==> src/rtl/mux_sweep_pkg.sv <==
// mux_sweep_pkg: shared state encoding and sizing for the mux truth-table sweeper.
package mux_sweep_pkg;

    typedef enum logic [1:0] {
        S_IDLE  = 2'd0,
        S_DRIVE = 2'd1,
        S_DONE  = 2'd2
    } state_t;

    localparam int NUM_COMBOS = 8;
    localparam int IDX_W      = 3;

endpackage

==> src/rtl/mux_sweep_hold_counter.sv <==
// mux_sweep_hold_counter: counts 0..HOLD_CYCLES-1 while enabled; last flags the final hold cycle.
module mux_sweep_hold_counter #(
    parameter int HOLD_CYCLES = 4
) (
    input  logic clk,
    input  logic rst_n,
    input  logic clr,
    input  logic en,
    output logic last
);

    generate
        if (HOLD_CYCLES == 1) begin : g_single
            // A single-cycle hold needs no counter: every cycle is the last one.
            logic unused_ctl;
            assign unused_ctl = clr ^ en ^ clk ^ rst_n;
            assign last       = 1'b1;
        end else begin : g_multi
            localparam int CW = $clog2(HOLD_CYCLES);
            localparam logic [CW-1:0] LAST_V = CW'(HOLD_CYCLES - 1);
            logic [CW-1:0] cnt;
            always_ff @(posedge clk or negedge rst_n) begin
                if (!rst_n)
                    cnt <= '0;
                else if (clr)
                    cnt <= '0;
                else if (en)
                    cnt <= last ? '0 : cnt + 1'b1;
            end
            assign last = (cnt == LAST_V);
        end
    endgenerate

endmodule

==> src/rtl/mux_truth_table_sweeper.sv <==
// mux_truth_table_sweeper: drives {A,B,C} through all 8 combinations and packs sampled Z2 into truth_table.
// Define MUX_SWEEP_COMPARE_EN to add the expected/mismatch/mismatch_mask comparison ports.
module mux_truth_table_sweeper
    import mux_sweep_pkg::*;
#(
    parameter int HOLD_CYCLES = 4
) (
    input  logic                  clk,
    input  logic                  rst_n,
    input  logic                  start,
    input  logic                  abort,
    output logic                  busy,
    output logic                  A,
    output logic                  B,
    output logic                  C,
    input  logic                  Z2,
    output logic [NUM_COMBOS-1:0] truth_table,
`ifdef MUX_SWEEP_COMPARE_EN
    input  logic [NUM_COMBOS-1:0] expected,
    output logic                  mismatch,
    output logic [NUM_COMBOS-1:0] mismatch_mask,
`endif
    output logic                  result_valid,
    input  logic                  result_ready
);

    localparam logic [IDX_W-1:0] LAST_IDX = IDX_W'(NUM_COMBOS - 1);

    state_t           state;
    logic [IDX_W-1:0] idx;
    logic [IDX_W-1:0] abc;
    logic             hold_last;

    assign {A, B, C} = abc;

    mux_sweep_hold_counter #(
        .HOLD_CYCLES(HOLD_CYCLES)
    ) u_hold (
        .clk  (clk),
        .rst_n(rst_n),
        .clr  (state != S_DRIVE),
        .en   (state == S_DRIVE),
        .last (hold_last)
    );

    always_ff @(posedge clk or negedge rst_n) begin
        if (!rst_n) begin
            state        <= S_IDLE;
            idx          <= '0;
            abc          <= '0;
            truth_table  <= '0;
            result_valid <= 1'b0;
            busy         <= 1'b0;
        end else begin
            case (state)
                S_IDLE: begin
                    if (start) begin
                        state <= S_DRIVE;
                        idx   <= '0;
                        abc   <= '0;
                        busy  <= 1'b1;
                    end
                end
                S_DRIVE: begin
                    // Abort wins over a sample landing on the same edge.
                    if (abort) begin
                        state <= S_IDLE;
                        abc   <= '0;
                        busy  <= 1'b0;
                    end else if (hold_last) begin
                        truth_table[idx] <= Z2;
                        if (idx == LAST_IDX) begin
                            state        <= S_DONE;
                            abc          <= '0;
                            busy         <= 1'b0;
                            result_valid <= 1'b1;
                        end else begin
                            idx <= idx + 1'b1;
                            abc <= idx + 1'b1;
                        end
                    end
                end
                S_DONE: begin
                    if (result_ready) begin
                        state        <= S_IDLE;
                        result_valid <= 1'b0;
                    end
                end
                default: begin
                    state        <= S_IDLE;
                    abc          <= '0;
                    busy         <= 1'b0;
                    result_valid <= 1'b0;
                end
            endcase
        end
    end

`ifdef MUX_SWEEP_COMPARE_EN
    logic [NUM_COMBOS-1:0] expected_q;

    always_ff @(posedge clk or negedge rst_n) begin
        if (!rst_n)
            expected_q <= '0;
        else if (state == S_IDLE && start)
            expected_q <= expected;
    end

    assign mismatch_mask = (state == S_DONE) ? (truth_table ^ expected_q) : '0;
    assign mismatch      = |mismatch_mask;
`endif

endmodule
==> config.mk <==
export PLATFORM = sky130hd
export DESIGN_NAME = mux_truth_table_sweeper
export DESIGN_NICKNAME = d
export VERILOG_FILES = /design/src/rtl/mux_sweep_pkg.sv /design/src/rtl/mux_sweep_hold_counter.sv /design/src/rtl/mux_truth_table_sweeper.sv
export SDC_FILE = /design/constraint.sdc
export NUM_CORES = 1
export LEC_CHECK = 0
export ABC_AREA = 1
export CAP_MARGIN = 20
export CORE_AREA = 2 2 56 58
export CTS_CLUSTER_DIAMETER = 40
export DETAILED_ROUTE_END_ITERATION = 12
export DIE_AREA = 0 0 58 60
export DONT_BUFFER_PORTS = 1
export SKIP_LAST_GASP = 1
export SYNTH_ARGS = -nofsm -noshare
export SYNTH_HDL_FRONTEND = slang
export SYNTH_SLANG_ARGS = --single-unit
==> constraint.sdc <==
create_clock -name clk -period 1.35 [get_ports clk]
set_input_delay 0.27 -clock clk [delete_from_list [all_inputs] [get_ports clk]]
set_output_delay 0.27 -clock clk [all_outputs]
set_load 0.03 [all_outputs]
==> flow_metrics.py <==
metrics = {
    "flow_run": {
        "cap_viol_max_count": 0,
    },
    "logic_synthesis": {
        "syn_inst": 147,
        "synth_compound_area_share_pct": 1.59,
        "synth_top_family_by_area": "simple AND/OR/NAND/NOR gates",
        "synth_nets": 157,
        "synthAdderAreaFrac_pct": 4.56,
        "synthXorXnorAreaFrac_pct": 0,
        "synth-seq-cells": 20,
        "synth_area_leaders": "dfrtp_1 46%, nand2_1 20%, nand3_1 7.3%, inv_1 4.8%, nor2_1 4.8%",
        "synth_flop_cell": "dfrtp_1",
        "synthMuxAreaShare_pct": 0,
        "synth_seq_area_share_pct": 45.6,
        "synth_area_leader_cell": "dfrtp_1",
        "ys_top_cells_by_count": "59 x nand2_1, 20 x dfrtp_1, 16 x nand3_1, 14 x inv_1, 14 x nor2_1",
        "synthDistinctLibCells": 17,
        "synth_edf_count": 0,
        "yosysMostFrequentCell": "nand2_1",
        "async_flop_share_pct": 100,
        "synth_top_area_share_pct": 45.6,
        "synth_simple_gate_area_share_pct": 41.3,
        "syn-cell-area_mm2": 0.00110,
        "avgSynthCellArea_um2": 7.47,
        "synth_warnings": 0,
    },
    "cells_and_area": {
        "syn_to_final_growth_pct": 15.3,
        "finalInstanceArea_mm2": 0.00127,
        "final_util_pct": 43.6,
        "antenna_cells": 0,
        "nets": 165,
        "drive_gt1_share_pct": 21.4,
        "final_cells": 187,
    },
    "setup_path": {
        "path_class": "register to register",
        "cp-end-kind": "register",
        "startpoint_type": "register",
        "path_max_fanout": 8,
        "r2r_slack_ps": 50,
        "critPathArrivalTime_ps": 1500,
        "required_ps": 1560,
    },
    "clock_network": {
        "numCtsBuffers": 3,
        "clkTransAtPathRegs_ps": 110,
        "worstSkewPairLatency_ps": 300,
        "cts_max_level": 1,
        "clockBufferDepth": 2,
        "cts_tree": "built",
        "clockRootBuffer": "clkbuf_4",
        "cts_sinks": 20,
    },
    "grt": {
        "grt_overflow_total": 0,
        "grt_pass1_wl_mm": 3.49,
        "grt.total_usage_pct": 13.0,
        "grt_antenna_before_repair": 0,
        "grt_start_max_net_pins": 21,
        "grt_pass1_vias": 869,
    },
    "pwr": {
        "switching_share_pct": 45.1,
        "clock_power_share_pct": 14.8,
        "power_density_mw_per_mm2": 1860,
        "p_sw_mw": 1.06,
        "p_seq_share_pct": 43.5,
        "vdd_drop_max_uv": 960,
        "comb_power_share_pct": 41.7,
        "internal_power_mw": 1.29,
        "leakagePower_nw": 0.674,
    },
    "hold_path": {
        "min_path_type": "input port to register",
    },
    "routing": {
        "ant_nets": 0,
        "avgViaCountPerCell": 4.79,
        "firstDrtPassIters": 4,
        "wirelength_mm": 2.07,
        "dr_total_vias": 896,
        "drc": 0,
        "drt-initial-drc-count": 23,
        "wl_per_cell_um": 11.1,
    },
    "floorplanning": {
        "die_h_um": 60,
        "die_area_mm2": 0.00348,
        "io_pins": 19,
        "die_w_um": 58,
        "rows": 20,
        "core-area_mm2": 0.00290,
        "initial_utilization_pct": 37.8,
    },
    "status": {
        "status": "finished, final reports clean",
    },
    "place": {
        "pre_cts_ws_ps": -10.7,
        "routabilityCongestion": 0.848,
        "io_buffers": 0,
        "post_dp_cell_area_mm2": 0.00116,
        "place_inst": 182,
        "hpwlAfterDp_mm": 1.58,
    },
    "timing": {
        "setup_violations": 0,
        "min_period_over_period_pct": 96.0,
        "rsz0062_at_grt": "yes",
        "worst_slew_pin_slew_ps": 886,
        "drv_slew": 0,
        "worst_slack_ps": 53.8,
        "whs_ps": 94.8,
        "clock_skew_ps": 2.31,
        "hold_viol": 0,
        "fmax_ghz": 0.771,
        "max-slew-margin-rel_pct": 40.7,
        "final.min_clock_period_ps": 1300,
    },
}
## flip-flops by register name, summed over array words and instances (netlist names)
| register | flops |
|---|---|
| abc | 3 |
| busy | 1 |
| idx | 3 |
| result_valid | 1 |
| state | 2 |
| truth_table | 8 |
| u_hold.g_multi.cnt | 2 |
## per-layer routing
metal,routed length [um],vias to the layer above,track usage (%)
li1,-,464,-
met1,958,407,15.6
met2,966,20,21.8
met3,103,5,3.46
met4,39,0,5.98
met5,0,-,0
## final timing paths
| check | start | endpoint | cells past startpoint |
|---|---|---|---|
| max in group asynchronous | rst_n | state[1] | 1 |
| hold reg to reg | u_hold.g_multi.cnt[0] | u_hold.g_multi.cnt[0] | 1 |
| min in group asynchronous | rst_n | truth_table[5] | 1 |
| setup reg to reg | u_hold.g_multi.cnt[0] | truth_table[6] | 8 |
| hold / removal | Z2 | truth_table[6] | 2 |
| setup / recovery | u_hold.g_multi.cnt[0] | truth_table[6] | 8 |
## power groups by stage
stage | Sequential (mW) | Combinational, mW | Clock, mW
after floorplan | 1.02 | 0.687 | 0
after global placement | 1.02 | 0.865 | 0
after detailed placement | 1.02 | 0.888 | 0
after CTS | 1.01 | 0.912 | 0.365
after global routing | 1.05 | 1.13 | 0.375
final | 1.02 | 0.981 | 0.349
## worst max-delay path, cell delays in order (launching register included)
cell,delay (ps)
dfrtp_1,390
ha_2,200
inv_2,40
nor2_4,120
nand2_4,80
nor2_4,180
nand2_1,80
nand2_1,60
nand2_1,50
## cells in the final DEF (no fill, tap or decap)
cell	Yosys	final
nand3_1	16	15
nor3_1	2	1
buf_4	0	4
nand2_4	0	2
nand3b_1	1	1
nor2_2	3	3
nor2_1	14	13
or2_2	1	1
inv_2	2	3
nand3_4	0	1
inv_4	0	1
dlygate4sd3_1	0	1
nand2_1	59	57
clkbuf_4	0	3
nor3_2	0	1
o21ai_0	2	1
nand2_2	2	2
a21boi_1	1	1
inv_1	14	12
dfrtp_1	20	18
o21ai_2	0	1
ha_4	0	1
ha_1	4	1
nor2_4	4	5
ha_2	0	2
clkbuf_8	0	1
dfrtp_2	0	2
## repair_timing
action                                  in CTS  in global routing
setup buffers                                0                  0
pin swaps                                    0                  9
endpoints found under the setup margin       8                 18
hold buffers                                 1                  0
gates resized for setup                      2                 16
endpoints found under the hold margin       20                  0
## cell type report
class | instances | area [um2]
Multi-Input combinational cell | 109 | 583
Tap cell | 33 | 41.3
Sequential cell | 20 | 503
Inverter | 16 | 62.6
Fill cell | 286 | 1640
Timing Repair Buffer | 5 | 40.0
Clock buffer | 4 | 36.3
## metrics by stage
step | TNS, ps | total power [mW]
after global routing | -643 | 2.55
after floorplan | 0 | 1.70
final | 0 | 2.35
after global placement | 0 | 1.89
after CTS | -19.3 | 2.29
after detailed placement | -22.2 | 1.91
## cell families (layout without fill, tap and decap cells)
| family | Yosys count | in the layout |
|---|---|---|
| and+or+nand+nor | 102 | 102 |
| DFF | 20 | 20 |
| buffers and inverters | 18 | 25 |
| adders and majority gates | 4 | 4 |
| AOI/OAI and AO/OA | 3 | 3 |
Note: power is estimated with default switching activity, not from simulation.
